==> config.mk <==
export PLATFORM = sky130hd
export DESIGN_NAME = control_sequencer
export DESIGN_NICKNAME = d
export VERILOG_FILES = /design/src/rtl/control_sequencer.sv
export SDC_FILE = /design/constraint.sdc
export NUM_CORES = 1
export LEC_CHECK = 0
export CORE_MARGIN = 2
export CORE_UTILIZATION = 38
export CTS_BUF_LIST = sky130_fd_sc_hd__clkbuf_2
export DETAILED_ROUTE_END_ITERATION = 12
export PLACE_DENSITY = 0.88
export REMOVE_ABC_BUFFERS = 1
export SYNTH_ARGS = -nofsm -noshare
export SYNTH_HDL_FRONTEND = slang
export SYNTH_SLANG_ARGS = --single-unit
==> constraint.sdc <==
create_clock -name Clock -period 4.8 [get_ports Clock]
set_input_delay 0.96 -clock Clock [delete_from_list [all_inputs] [get_ports Clock]]
set_output_delay 0.96 -clock Clock [all_outputs]
set_load 0.03 [all_outputs]
==> src/rtl/control_sequencer.sv <==
// Instruction-cycle control sequencer: one-hot timing steps, fetch/execute phase and latched
// opcode decode. Optional stall watchdog is enabled by defining CTRL_SEQ_WATCHDOG_EN.
module control_sequencer #(
  parameter int unsigned T_STEPS     = 8,
  parameter int unsigned FETCH_STEPS = 2,
  parameter int unsigned OP_WIDTH    = 6,
  parameter int unsigned WDT_LIMIT   = 15
) (
  input  logic                         Clock,
  input  logic                         Reset,
  input  logic                         Start,
  input  logic                         Inc,
  input  logic                         EndInstr,
  input  logic                         Stall,
  input  logic                         Halt,
  input  logic [OP_WIDTH-1:0]          OpIn,
  output logic [T_STEPS-1:0]           T,
  output logic [2**OP_WIDTH-1:0]       D,
  output logic [$clog2(T_STEPS)-1:0]   Step,
  output logic                         Fetch,
  output logic [1:0]                   State,
  output logic                         Overrun
);

  localparam int unsigned StepW = $clog2(T_STEPS);

  if (T_STEPS < 2 || T_STEPS > 16) begin : g_bad_t_steps
    $error("T_STEPS out of range");
  end
  if (FETCH_STEPS < 1 || FETCH_STEPS > T_STEPS - 1) begin : g_bad_fetch_steps
    $error("FETCH_STEPS out of range");
  end
  if (WDT_LIMIT == 0) begin : g_bad_wdt_limit
    $error("WDT_LIMIT must be non-zero");
  end

  typedef enum logic [1:0] {
    StIdle   = 2'b00,
    StRun    = 2'b01,
    StHalted = 2'b10,
    StError  = 2'b11
  } state_e;

  state_e              state_q, state_d;
  logic [StepW-1:0]    step_q, step_d;
  logic [OP_WIDTH-1:0] op_q, op_d;
  logic                overrun_q, overrun_d;
  logic                wdt_expired;

`ifdef CTRL_SEQ_WATCHDOG_EN
  localparam int unsigned WdtW = $clog2(WDT_LIMIT + 2);

  logic [WdtW-1:0] wdt_q, wdt_d;

  // Saturates once past the limit so a long stall cannot wrap back into range.
  always_comb begin
    wdt_d = wdt_q;
    if (!Stall) begin
      wdt_d = '0;
    end else if (state_q == StRun && wdt_q <= WdtW'(WDT_LIMIT)) begin
      wdt_d = wdt_q + 1'b1;
    end
  end

  always_ff @(posedge Clock) begin
    if (Reset) begin
      wdt_q <= '0;
    end else begin
      wdt_q <= wdt_d;
    end
  end

  assign wdt_expired = (wdt_q > WdtW'(WDT_LIMIT));
`else
  assign wdt_expired = 1'b0;
`endif

  always_comb begin
    state_d   = state_q;
    step_d    = step_q;
    op_d      = op_q;
    overrun_d = overrun_q;
    unique case (state_q)
      StIdle: begin
        if (Start) begin
          state_d = StRun;
          step_d  = '0;
        end
      end
      StRun: begin
        if (Halt) begin
          state_d = StHalted;
        end else if (wdt_expired) begin
          state_d = StError;
        end else if (EndInstr) begin
          step_d = '0;
        end else if (Stall) begin
          step_d = step_q;
        end else if (Inc) begin
          if (step_q == StepW'(T_STEPS - 1)) begin
            // Overrun: step is left at the last slot rather than wrapping.
            state_d   = StError;
            overrun_d = 1'b1;
          end else begin
            step_d = step_q + 1'b1;
            if (step_q == StepW'(FETCH_STEPS - 1)) begin
              op_d = OpIn;
            end
          end
        end
      end
      StHalted: state_d = StHalted;
      StError:  state_d = StError;
      default:  state_d = StIdle;
    endcase
  end

  always_ff @(posedge Clock) begin
    if (Reset) begin
      state_q   <= StIdle;
      step_q    <= '0;
      op_q      <= '0;
      overrun_q <= 1'b0;
    end else begin
      state_q   <= state_d;
      step_q    <= step_d;
      op_q      <= op_d;
      overrun_q <= overrun_d;
    end
  end

  // Outputs decode registered state only; D uses the latched opcode, never OpIn.
  logic in_fetch;

  always_comb begin
    T        = '0;
    D        = '0;
    in_fetch = 1'b0;
    if (state_q == StRun) begin
      T[step_q] = 1'b1;
      in_fetch  = (step_q < StepW'(FETCH_STEPS));
      if (!in_fetch) begin
        D[op_q] = 1'b1;
      end
    end
  end

  assign Fetch   = in_fetch;
  assign Step    = step_q;
  assign State   = state_q;
  assign Overrun = overrun_q;

endmodule
==> run metrics <==
count of different cell masters after synthesis 34; vias in the first global route 1274; Startpoint Class flop; most common cell in the netlist nor2_1; status completed; synth cell count leaders nor2_1 (61), nor3_1 (18), nand2b_1 (14); WHS 0.507 ns; post-route cell area 0.00215 mm^2; final worst setup slack 1.35 ns; Vias/cell 4.99; RSZ-0062 raised after global routing no; IO Pins 92; Yosys top cell area share 0.194; minimum clock period 3.45 ns; cells resized by post-CTS repair 0; Crit Path Max Fanout 12; initial antenna violation count 0; Post-synth EDFFs 0; setup slack, reg-to-reg 2.91 ns; routability cong. 0.788; Total Routing Usage GR 0.210; Max clock buf depth 2; final hold vios 0; Root Buffer clkbuf_2; Die X 61.1 um; Yosys top cell by area dfxtp_1; Avg Inst Size Synth 6.73 um^2; Critical Path Start State[0]$_SDFFE_PP0P_; Max Clk Rate 290 MHz; Area contributors post-synth dfxtp_1 (19%), nor2_1 (19%), nor3_1 (7.3%); total clock sinks 12; Routed Antenna Nets 0; Clock Skews 0.00191 ns; final WL 3990 um; CP arrival 2.49 ns; non-filler instance count after layout 309; global routing usage on met3 0.0336; leak pwr 0.659 nW; Wirelength per Cell 12.9 um; largest net degree at the start of global routing 22; # port buffers 91; Row Count 20; Worst-path clk slew 0.12 ns; Sum Neg Setup Slack 0 ns; first-pass GRT wire length 6000 um; H-tree depth 1; TritonCTS Buffers 3; Max-Cap Viols 0; drt first-iter violations 58; DRC viols 0; Post-CTS Setup Inserts 0; Starting Density 0.402; Die Y 61.1 um; sequential element share of the synthesized area 0.194; Worst Tran Pin Value 0.557 ns; peak supply drop 135 uV; core box area 0.00308 mm^2; Post-Syn Area 0.00124 mm^2; CP endpoint kind output port; Post-Synthesis Cells 184; placed insts 305; die area 0.00373 mm^2; area of the multi-input gates 917 um^2; share of cells above drive strength 1 0.0491; hold path depth 2; pre-CTS setup slack 1.68 ns; register bit total from synthesis 12; R2R depth 5; Clock Latency Late Sink 0.26 ns; Storage cell area 240 um^2; Cell Area, Placed 0.00213 mm^2; ys async rst share 0; GR Util met1 0.268; YS warnings 0; filler instances 268; Most Crowded Layer GR met2; nets 282; Rel. slew slack 0.628; grt total ovfl 0; ANT cells 0; CP endpoint D[63]; endpoints failing setup 0; final slew viol count 0; total number of vias 1541; reg2reg end Step[0]$_SDFFE_PP0P_; final HPWL from detailed placement 3250 um; critical path type flop to output port; Area Growth Syn to Fin 74.0%; clock tree from TritonCTS done; Main synth FF type dfxtp_1; Initial DRT Pass Iterations 4; critical path required time 3.84 ns; M2 GR Usage 0.365; Cell Pwr Density 96.6 mW/mm^2; startpoint of the worst-slack reg-to-reg timing path Step[0]$_SDFFE_PP0P_; Final period util 0.718; Hold Crit Class flop to flop; hold_buf cts 0
## per-layer routing
metal  vias up  wire length [um]
met5         -                 0
met4         0                 9
met3         2               264
met2        57              1980
met1       697              1740
li1        785                 -
## placed cells by master, fill, tap and decap left out, drive strengths merged, types with 3 or more instances in the layout
master          n
nand4           5
nand3b          5
nor3b           4
inv             3
clkdlybuf4s50  91
or3             4
dfxtp          12
clkbuf          3
nor2b           4
mux2i           7
ha              3
nor3           18
nand2           9
nor2           61
nand2b         15
## area by class of cell
type                    instances  area share
flip-flops and latches         12       0.112
multi-input cells             155       0.426
inverters                       3     0.00523
clock buffers                   3     0.00697
repair buffers                 91       0.423
clock inverters                 1     0.00174
well taps                      44      0.0256
## worst max-delay path: stages (launching register included)
cell and delay [ns]:
dfxtp_1 0.49, nor2b_2 0.43, nand2_1 0.33, nor3_1 0.27
clkdlybuf4s50_1 0.70
## state kept, by name, indices dropped and copies added (netlist names)
register / flops
op_q: 6
Step: 3
State: 2
Overrun: 1
## power breakdown
part           internal [W]  switching [W]  total (W)
registers          0.000101     0.00000367   0.000105
clock network     0.0000181      0.0000341  0.0000522
logic             0.0000264      0.0000244  0.0000508
total              0.000146      0.0000622   0.000208
## logic make-up after synthesis
family / after synthesis / share of synthesized area
buf+inv: 17 / 0.0647
compound gates: 6 / 0.0445
mux: 9 / 0.0809
simple gates: 137 / 0.585
fa+ha+maj: 3 / 0.0303
flops: 12 / 0.194
## metrics by stage
step	utilization	power (W)
detailed placement	0.693	0.000158
floorplan	-	0.000135
global route	0.700	0.000221
finish	0.700	0.000208
global placement	0.693	0.000157
CTS	0.700	0.000211
## how the worst min path moves through the flow
stage,startpoint,endpoint
6_report,Overrun$_SDFFE_PP0P_,Overrun$_SDFFE_PP0P_
5_1_grt,Overrun$_SDFFE_PP0P_,Overrun$_SDFFE_PP0P_
4_1_cts,Overrun$_SDFFE_PP0P_,Overrun$_SDFFE_PP0P_
3_5_place_dp,Overrun$_SDFFE_PP0P_,Overrun$_SDFFE_PP0P_
3_3_place_gp,Overrun$_SDFFE_PP0P_,Overrun$_SDFFE_PP0P_
2_1_floorplan,op_q[5]$_SDFFE_PP0P_,op_q[5]$_SDFFE_PP0P_
No activity file was read; power rests on OpenSTA's default activity.
